`src/rtl/mux_rr_arbiter_2x1.sv`:
```
// Two-requester round-robin arbiter steering a shared 2:1 select; holds a grant
// for up to MAX_BURST beats. Optional per-requester beat counters: MUX_RR_ARB_STATS_EN.
module mux_rr_arbiter_2x1 #(
    parameter int DATA_W    = 8,
    parameter int MAX_BURST = 4,
    parameter int CNT_W     = 16
) (
    input  logic              clk,
    input  logic              reset,
    input  logic              in0_valid,
    input  logic [DATA_W-1:0] in0_data,
    output logic              in0_ready,
    input  logic              in1_valid,
    input  logic [DATA_W-1:0] in1_data,
    output logic              in1_ready,
    output logic              out_valid,
    output logic [DATA_W-1:0] out_data,
    input  logic              out_ready,
    output logic              sel,
    output logic              busy
`ifdef MUX_RR_ARB_STATS_EN
    ,
    output logic [CNT_W-1:0]  beats0,
    output logic [CNT_W-1:0]  beats1
`endif
);

    typedef enum logic [1:0] {
        IDLE   = 2'd0,
        GRANT0 = 2'd1,
        GRANT1 = 2'd2
    } state_t;

    localparam logic [7:0] LAST_BEAT = 8'(MAX_BURST - 1);

    if (MAX_BURST < 1 || MAX_BURST > 255 || CNT_W < 1) begin : g_bad_params
        $error("mux_rr_arbiter_2x1: MAX_BURST must be 1..255 and CNT_W >= 1");
    end

    state_t     state_q, state_d;
    logic       prio_q, prio_d;
    logic       sel_q, sel_d;
    logic [7:0] beat_cnt_q, beat_cnt_d;

    logic in_grant;
    logic grant_valid;
    logic other_valid;
    logic xfer;

    assign in_grant    = (state_q == GRANT0) || (state_q == GRANT1);
    assign grant_valid = (state_q == GRANT1) ? in1_valid : in0_valid;
    assign other_valid = (state_q == GRANT1) ? in0_valid : in1_valid;
    assign xfer        = in_grant && grant_valid && out_ready;

    // NOTE: reset is synchronous, so it lives inside the clocked branch rather
    // than in the sensitivity list; all sequential state uses <= only.
    always_ff @(posedge clk) begin
        if (reset) begin
            state_q    <= IDLE;
            prio_q     <= 1'b0;
            sel_q      <= 1'b0;
            beat_cnt_q <= '0;
        end else begin
            state_q    <= state_d;
            prio_q     <= prio_d;
            sel_q      <= sel_d;
            beat_cnt_q <= beat_cnt_d;
        end
    end

    // NOTE: every output of a combinational block gets a default first so no
    // path through the case statement can infer a latch.
    always_comb begin
        state_d    = state_q;
        prio_d     = prio_q;
        beat_cnt_d = beat_cnt_q;
        unique case (state_q)
            IDLE: begin
                if (in0_valid && in1_valid) begin
                    state_d = prio_q ? GRANT1 : GRANT0;
                end else if (in0_valid) begin
                    state_d = GRANT0;
                end else if (in1_valid) begin
                    state_d = GRANT1;
                end
            end
            GRANT0, GRANT1: begin
                // Release when the burst is exhausted or the owner goes idle;
                // hand straight to the other side if it is waiting.
                if (!grant_valid || (xfer && beat_cnt_q == LAST_BEAT)) begin
                    beat_cnt_d = '0;
                    prio_d     = (state_q == GRANT0);
                    if (other_valid) begin
                        state_d = (state_q == GRANT0) ? GRANT1 : GRANT0;
                    end else begin
                        state_d = IDLE;
                    end
                end else if (xfer) begin
                    beat_cnt_d = beat_cnt_q + 8'd1;
                end
            end
            default: begin
                state_d = IDLE;
            end
        endcase
    end

    // Select follows the next grant and holds its last value through IDLE.
    always_comb begin
        sel_d = sel_q;
        if (state_d == GRANT1) begin
            sel_d = 1'b1;
        end else if (state_d == GRANT0) begin
            sel_d = 1'b0;
        end
    end

    always_comb begin
        out_valid = 1'b0;
        in0_ready = 1'b0;
        in1_ready = 1'b0;
        busy      = 1'b0;
        out_data  = sel_q ? in1_data : in0_data;
        if (reset) begin
            out_data = in0_data;
        end else begin
            unique case (state_q)
                GRANT0: begin
                    out_valid = in0_valid;
                    in0_ready = out_ready;
                    busy      = 1'b1;
                end
                GRANT1: begin
                    out_valid = in1_valid;
                    in1_ready = out_ready;
                    busy      = 1'b1;
                end
                default: begin
                    out_valid = 1'b0;
                end
            endcase
        end
    end

    assign sel = sel_q;

`ifdef MUX_RR_ARB_STATS_EN
    logic [CNT_W-1:0] beats0_q, beats1_q;

    // Saturating accepted-beat counters, one per requester.
    always_ff @(posedge clk) begin
        if (reset) begin
            beats0_q <= '0;
            beats1_q <= '0;
        end else begin
            if (xfer && state_q == GRANT0 && beats0_q != '1) begin
                beats0_q <= beats0_q + 1'b1;
            end
            if (xfer && state_q == GRANT1 && beats1_q != '1) begin
                beats1_q <= beats1_q + 1'b1;
            end
        end
    end

    assign beats0 = beats0_q;
    assign beats1 = beats1_q;
`endif

endmodule

```
`config.mk`:
```
export PLATFORM = sky130hd
export DESIGN_NAME = mux_rr_arbiter_2x1
export DESIGN_NICKNAME = d
export VERILOG_FILES = /design/src/rtl/mux_rr_arbiter_2x1.sv
export SDC_FILE = /design/constraint.sdc
export NUM_CORES = 1
export LEC_CHECK = 0
export CAP_MARGIN = 20
export CORE_UTILIZATION = 40
export DETAILED_ROUTE_END_ITERATION = 8
export PLACE_DENSITY = 0.73
export SETUP_SLACK_MARGIN = 0.05
export SKIP_CTS_REPAIR_TIMING = 1
export SLEW_MARGIN = 30
export SYNTH_ARGS = -nofsm -noshare
export SYNTH_HDL_FRONTEND = slang
export SYNTH_SLANG_ARGS = --single-unit
export TNS_END_PERCENT = 10
```
`constraint.sdc`:
```
create_clock -name clk -period 2.7 [get_ports clk]
set_input_delay 0.27 -clock clk [delete_from_list [all_inputs] [get_ports clk]]
set_output_delay 0.27 -clock clk [all_outputs]
set_load 0.005 [all_outputs]
```
-- Word level (Yosys, flattened, before mapping)
Index checks and enable logic that the tools add are counted.
- add/sub/neg operators: 1
- eq/ne operators: 5
- multiplexer cells: 24
- reductions and logical operators: 13
- operators with widths (cell ; number):
    2-to-1 mux 8 bit ; 4
    2-to-1 mux 2 bit ; 7
    2-to-1 mux 1 bit ; 11
    adder 8 x 1 -> 8 bit, second input constant ; 1
    == test 8 x 2 -> 1 bit, second input constant ; 1
    == test 2 x 1 -> 1 bit, second input constant ; 2
    == test 2 bit, second input constant ; 2
    logical AND 1 bit ; 4
    case mux 2 bit (2 select lines) ; 1
    AND reduction 2 bit ; 2
    nonzero test 2 bit ; 2
    logical NOT 2 bit ; 1
    logical OR 1 bit ; 2
    case mux 1 bit (2 select lines) ; 1
    OR reduction 2 bit ; 1
    logical NOT 1 bit ; 1
- register bits after elaboration: 12

-- Logic depth before layout (Yosys ltp)
Gate-level depths: netlist of run 1.
- depth in word-level cells: 11
- gate-level depth with buffers: 10
- mapped depth without buffers: 9

-- Worst setup path before layout of run 1
No wires, ideal clock.
- path type: flip-flop to flip-flop
- from: register state_q[1]
- to: register sel_q, in the netlist sel
- setup time: 128 ps
- arrival: 2127 ps
- slack: 445 ps
- stages on the path, launching flop included: 11
- path buffers: 1
- clock period less this slack: 2255 ps
- cell sequence: dfxtp_1 inv_1 ha_1 clkbuf_1 inv_1 nor3_1 a211oi_1 or2_1 ha_1 mux2i_1 nor2_1
- longest elaborated chain between the ends: 10
- elaborated cells between the ends (all ways): 23
- classes of those cells: eq/ne: 4; mux: 10; reduce/logical: 9
- ends and longest elaborated chain (element ; RTL line ; text):
    from (decl) ; 40 ; state_t state_q, state_d;
    from (signal assigned) ; 64 ; state_q <= state_d;
    == test 2 bit / == test 2 x 1 -> 1 bit (equally long branches) ; -- ;
    2-to-1 mux 1 bit / logical OR 1 bit (equally long branches) ; 51, 50 ;
    logical AND 1 bit (2 in series) ; 53 ; assign xfer = in_grant && grant_valid && out_ready;
    logical AND 1 bit ; 90 ; if (!grant_valid || (xfer && beat_cnt_q == LAST_BEAT)) begin
    logical OR 1 bit ; 90 ;
    2-to-1 mux 2 bit ; 90 ;
    case mux 2 bit (2 select lines) * ; 77 ; unique case (state_q)
    == test 2 bit / == test 2 x 1 -> 1 bit (equally long branches) ; 111, 113 ;
    2-to-1 mux 1 bit / nonzero test 2 bit (equally long branches) ; -- ;
    to (signal assigned) ; 66 ; sel_q <= sel_d;
    to (decl) ; 42 ; logic sel_q, sel_d;
Every way passes the cells marked *; elsewhere a longest branch is shown, timed or not.
A chain may end at the register's enable or synchronous reset.

-- Worst setup path after layout of run 1
- from: register state_q[1]
- to: output port out_valid
- longest elaborated chain between the ends: 3
- elaborated cells between the ends (all ways): 4
- classes of those cells: eq/ne: 2; mux: 2
- ends and longest elaborated chain (element ; RTL line ; text):
    == test 2 bit / == test 2 x 1 -> 1 bit (equally long branches) ; 127 ; unique case (state_q)
    case mux 1 bit (2 select lines) * ; 127 ;
    2-to-1 mux 1 bit * ; 124 ; if (reset) begin
    to (decl) ; 16 ; output logic out_valid,
Marks and branches as above.

==> out/results.tsv, run 1 <==
stage	metric	value	unit
power	intPower	0.373	mW
floorplanning	rows	17	
yosys	synth_edf_count	0	
yosys	ys_warn_count	0	
floorplanning	fp.dieH	50.2	µm
floorplanning	ios	34	
sta	tightest_slew	0.463	ns
yosys	synth.avg_cell_area	8.45	µm²
power	pwr_density_cell	397	mW/mm²
critical_path	crit_path_max_fanout	10	
detailed_routing	vias	1018	
sta	fin_skew	0.00107	ns
critical_path	critical_path_class	reg -> out	
finish	area_delta_synth_final	46.0	%
global_route	grt_use_total	20.8	%
sta	max_freq	414	MHz
yosys	synth_compound_area_share	19.4	%
clock_network	h-tree-depth	1	
place	dpl.hpwl	1870	µm
floorplanning	start_util	42.4	%
floorplanning	core_area	0.00219	mm²
finish	drive_above_1_share	14.1	%
power	cellLeakagePower	0.497	nW
global_route	antenna_found_initial	0	
power	power.share.clock	27.2	%
finish	diodes	0	
hold_path	hp-class	reg -> reg	
power	share_comb_of_total_power	36.9	%
finish	fin_nets	178	
critical_path	critPathArrivalTime	2.14	ns
finish	ff_latch_area	240	µm²
floorplanning	die_w	50.2	µm
yosys	synth.distinct_cells	34	
yosys	yosysSeqAreaShare	25.8	%
yosys	ys_ff_latch	12	
global_route	grt_max_degree	16	
sta	finalHoldViolCount	0	
yosys	syn-cell-area	930	µm²
power	power_frac_seq	35.9	%
global_route	grt_pass1_wl	4000	µm
yosys	synth_xor_xnor_area_share	0	%
clock_network	ctsRootBufferMaster	clkbuf_4	
place	portBuffers	33	
clock_network	cts_tree	done	
job	drv_cap	0	
critical_path	crit_family	buffers and inverters	
yosys	synthCells	110	
yosys	synth-simple-area-share	28.5	%
sta	drv_slew	0	
finish	nFillCells	197	
power	swShare	30.8	%
power	vdd_ir_drop_max	0.243	mV
power	p_switching	0.166	mW
yosys	async_reset_ff_share	0	%
sta	timing.slew.headroom	69.0	%
place	place_congestion	0.947	
clock_network	clk_pin_slew	0.08	ns
critical_path	critPathLaunchType	register	
yosys	synth_top_family_by_area	simple AND/OR/NAND/NOR gates	
yosys	synthMuxAreaShare	14.4	%
sta	fin_crit	2.41	ns
global_route	gr-total-overflow	0	
critical_path	crit_top_cell	inv_1	
global_route	grt_pass1_vias	965	
status	status	finished, final reports clean	
critical_path	end_kind	primary output	
detailed_routing	firstDrtPassIters	5	
finish	final_common_cell	clkdlybuf4s50_1	
sta	setup_tns	0	ns
sta	setup_viol	0	
critical_path	crit_path_max_incr_delay	0.52	ns
detailed_routing	wl	2410	µm
detailed_routing	ant_nets	0	
finish	final_cell_mix	clkdlybuf4s50_1 (33), dfxtp_1 (12), nand2_1 (10)	
detailed_routing	drt_iter0_drc	22	
finish	multi_input_area	667	µm²
clock_network	clock-sinks	12	
detailed_routing	vias_per_cell	5.75	
critical_path	cp_slowest_cell	clkdlybuf4s50_1	
sta	fin_crit_sh	89.4	%
clock_network	cts_buffers	3	
detailed_routing	route.detailed.drc	0	
critical_path	critPathRequiredTime	2.43	ns
sta	rsz0062_at_grt	false	
clock_network	insertion_delay	0.28	ns
yosys	synthFlopType	dfxtp_1	
power	total_power	0.539	mW
clock_network	clockBufferDepth	2	
floorplanning	die_area	0.00252	mm²
critical_path	crit_chain	inv_1 > ha_1 > buf_4 > inv_1 > nor3_1 > clkdlybuf4s50_1	
detailed_routing	drt-wirelength-per-cell	13.6	µm
yosys	synth_fa_ha_area_share	9.42	%
critical_path	critPathBufInv	4	
yosys	synthesis.nets	138	
## path summary, 6_finish.rpt
path	startpoint	to	slack [ns]	depth (start not counted)
worst min-delay path	prio_q	prio_q	0.51	2
worst max register to register	state_q[1]	sel	0.32	9
worst max-delay path	state_q[1]	out_valid	0.29	6
worst min register to register	prio_q	prio_q	0.51	2
## power by group through the flow
stage	Combinational (mW)	Sequential, mW	Clock, mW
finish	0.199	0.193	0.147
global route	0.217	0.196	0.158
CTS	0.198	0.193	0.150
detailed placement	0.196	0.198	0
global placement	0.195	0.197	0
floorplan	0.105	0.195	0
## sequential cells by signal, indices dropped and copies added (netlist names)
signal / count
beat_cnt_q: 8
sel: 1
prio_q: 1
state_q: 2
## synthesized netlist by cell type (3+ instances only)
library cell	count	area share, %
nor2b_1	3	2.0
nand3_1	5	2.7
nor3_1	5	2.7
clkbuf_1	3	1.2
inv_1	3	1.2
a311oi_1	4	3.8
a21oi_1	6	3.2
dfxtp_1	12	26
nand4_1	3	2.0
mux2i_1	3	3.2
nor2_1	8	3.2
mux2_2	8	9.7
or4_1	3	2.4
nand2_1	10	4.0
a31oi_1	3	2.0
ha_1	7	9.4
## metal layers
layer  routed length, µm  vias to the layer above  share of wire, %  GRT usage (%)
met1                 978                      453                41           23.2
met5                   0                        -                 0              0
met4                  39                        0               1.6           9.52
li1                    -                      499                 -              -
met2                1220                       60                51           38.0
met3                 172                        6               7.2           3.33
## per-stage QoR
| step | hold slack (ns) | cell area (µm²) | util, % | instances | worst slack, ns |
|---|---|---|---|---|---|
| after global placement | 0.492 | 1320 | 60.3 | 173 | 0.407 |
| after CTS | 0.514 | 1360 | 62.0 | 177 | 0.297 |
| final | 0.507 | 1360 | 62.0 | 177 | 0.285 |
| after global routing | 0.544 | 1360 | 62.0 | 177 | 0.123 |
| after floorplan | 0.347 | 930 | - | 110 | 0.445 |
| after detailed placement | 0.501 | 1320 | 60.3 | 173 | 0.361 |
## worst reg2reg max path, cell delays in order, from the launching register on
cell and delay [ns]:
dfxtp_1 0.44, inv_1 0.10, ha_1 0.30, and3_1 0.20, a31o_4 0.26, a311oi_1 0.38
nor2_1 0.08, ha_1 0.29, mux2i_1 0.17, nor2_1 0.05
## cell type report
class,instances,area share (%)
Tap cell,28,2.58
Inverter,3,0.829
Sequential cell,12,17.7
Clock buffer,4,2.67
Timing Repair Buffer,38,27.1
Multi-Input combinational cell,92,49.1
## logic make-up after synthesis
group                      Yosys count
and+or+nand+nor                     48
AOI/OAI and AO/OA                   25
muxes                               12
DFF                                 12
adders and majority gates            7
buffers and inverters                6
Power figures use the tool's default switching activity.
==> inputs of run 2 (changes only) <==
CTS_CLUSTER_SIZE = 16   (was not set)
==> results of run 2 <==
Final layout, timing and power as in run 1 (identical DEF).
==> inputs of run 3 (changes only) <==
CELL_PAD_IN_SITES_DETAIL_PLACEMENT = 1   (was not set)
CELL_PAD_IN_SITES_GLOBAL_PLACEMENT = 2   (was not set)
CORE_UTILIZATION = 24   (was 40)
PLACE_DENSITY = not set   (was 0.73)
PLACE_DENSITY_LB_ADDON = 0.1   (was not set)
==> out/results.tsv, run 3 (synthesis gave the netlist of run 1 again) <==
stage	metric	value	unit
floorplanning	start_util	25.2	%
finish	area_delta_synth_final	49.9	%
clock_network	clk_pin_slew	0.05	ns
floorplanning	die_area	0.00413	mm²
critical_path	end_kind	register	
clock_network	cts_buffers	3	
sta	fin_crit	2.40	ns
place	portBuffers	33	
critical_path	critPathRequiredTime	2.83	ns
sta	setup_tns	0	ns
power	total_power	0.568	mW
critical_path	cp_slowest_cell	dfxtp_1	
sta	finalHoldViolCount	0	
sta	setup_viol	0	
place	dp.cells	193	
sta	fin_skew	0.00749	ns
finish	final_common_cell	clkdlybuf4s50_1	
critical_path	crit_path_max_fanout	7	
sta	max_freq	417	MHz
sta	tightest_slew	0.478	ns
critical_path	crit_chain	inv_1 > ha_1 > and3_1 > a31o_4 > a311oi_2 > nor2_1 > ha_1 > mux2i_1 > nor2_1	
clock_network	ctsRootBufferMaster	clkbuf_8	
floorplanning	ios	34	
finish	largest_reg_flops	8	
sta	timing.slew.headroom	68.0	%
floorplanning	rows	22	
finish	finish.utilization	37.8	%
sta	fin_crit_sh	88.9	%
clock_network	h-tree-depth	1	
finish	fin_nets	178	
clock_network	insertion_delay	0.24	ns
detailed_routing	drt_iter0_drc	55	
finish	final_cell_mix	clkdlybuf4s50_1 (33), dfxtp_1 (12), nand2_1 (10)	
job	drv_cap	0	
power	pwr_density_cell	407	mW/mm²
global_route	grt_pass1_wl	4660	µm
finish	regMostFlops	beat_cnt_q	
finish	drive_above_1_share	14.2	%
place	dpl.hpwl	2100	µm
global_route	grt_use_total	14.5	%
detailed_routing	vias_per_cell	5.06	
clock_network	clockBufferDepth	2	
detailed_routing	route.detailed.drc	0	
finish	diodes	0	
detailed_routing	wl	2670	µm
clock_network	clock-sinks	12	
floorplanning	fp.dieH	64.2	µm
finish	design_area	0.00139	mm²
floorplanning	core_area	0.00369	mm²
detailed_routing	drt-wirelength-per-cell	13.6	µm
detailed_routing	ant_nets	0	
place	place_congestion	0.747	
power	cellLeakagePower	0.499	nW
power	vdd_ir_drop_max	0.206	mV
global_route	antenna_found_initial	0	
sta	rsz0062_at_grt	false	
global_route	grt_pass1_vias	991	
sta	drv_slew	0	
hold_path	hp-class	reg -> reg	
place	placed_area	0.00135	mm²
detailed_routing	vias	991	
critical_path	critPathLaunchType	register	
floorplanning	die_w	64.2	µm
global_route	grt_max_degree	16	
clock_network	cts_tree	done	
global_route	gr-total-overflow	0	
status	status	finished, final reports clean	
critical_path	critPathArrivalTime	2.53	ns
finish	fin_cells	196	
detailed_routing	firstDrtPassIters	4	
critical_path	crit_path_max_incr_delay	0.40	ns
finish	reg_top3	beat_cnt_q: 8 flops, state_q: 2 flops	
critical_path	critical_path_class	reg -> reg	
[run 3: final cells by class]
type	instances	area, µm²
fill	451	2290
tap	48	60.1
sequential	12	240
inverter	3	11.3
clock buffer	3	41.3
timing repair buffer	38	368
multi-input combinational	92	673
[run 3: power by group]
group | internal (mW) | leakage [nW] | switching [mW]
clock network | 0.0985 | 0.0216 | 0.0708
registers | 0.185 | 0.0972 | 0.00922
logic | 0.109 | 0.380 | 0.0955
[run 3: path summary, 6_finish.rpt]
kind / from / end / slack, ns / cells after the start
worst max-delay path: state_q[0] / sel / 0.30 / 9
worst min register to register: prio_q / prio_q / 0.51 / 2
worst max register to register: state_q[0] / sel / 0.30 / 9
worst min-delay path: prio_q / prio_q / 0.51 / 2
[run 3: critical path, delay by kind of cell (launching register included)]
| family | cells | cell delay, ns |
|---|---|---|
| compound gates | 2 | 0.58 |
| fa+ha+maj | 2 | 0.66 |
| buf+inv | 1 | 0.10 |
| flops | 1 | 0.40 |
| mux | 1 | 0.18 |
| simple gates | 3 | 0.37 |
[run 3: metal layers]
metal  global-route usage, %  wire length (µm)
met5                       0                 0
met4                    3.33                18
met3                    4.29               169
met2                    23.9              1240
met1                    18.3              1240
[run 3: through the flow]
step / hold slack, ns / worst slack, ns
final: 0.510 / 0.300
after global routing: 0.551 / 0.119
after CTS: 0.518 / 0.245
after detailed placement: 0.509 / 0.288
after global placement: 0.497 / 0.376
after floorplan: 0.347 / 0.445
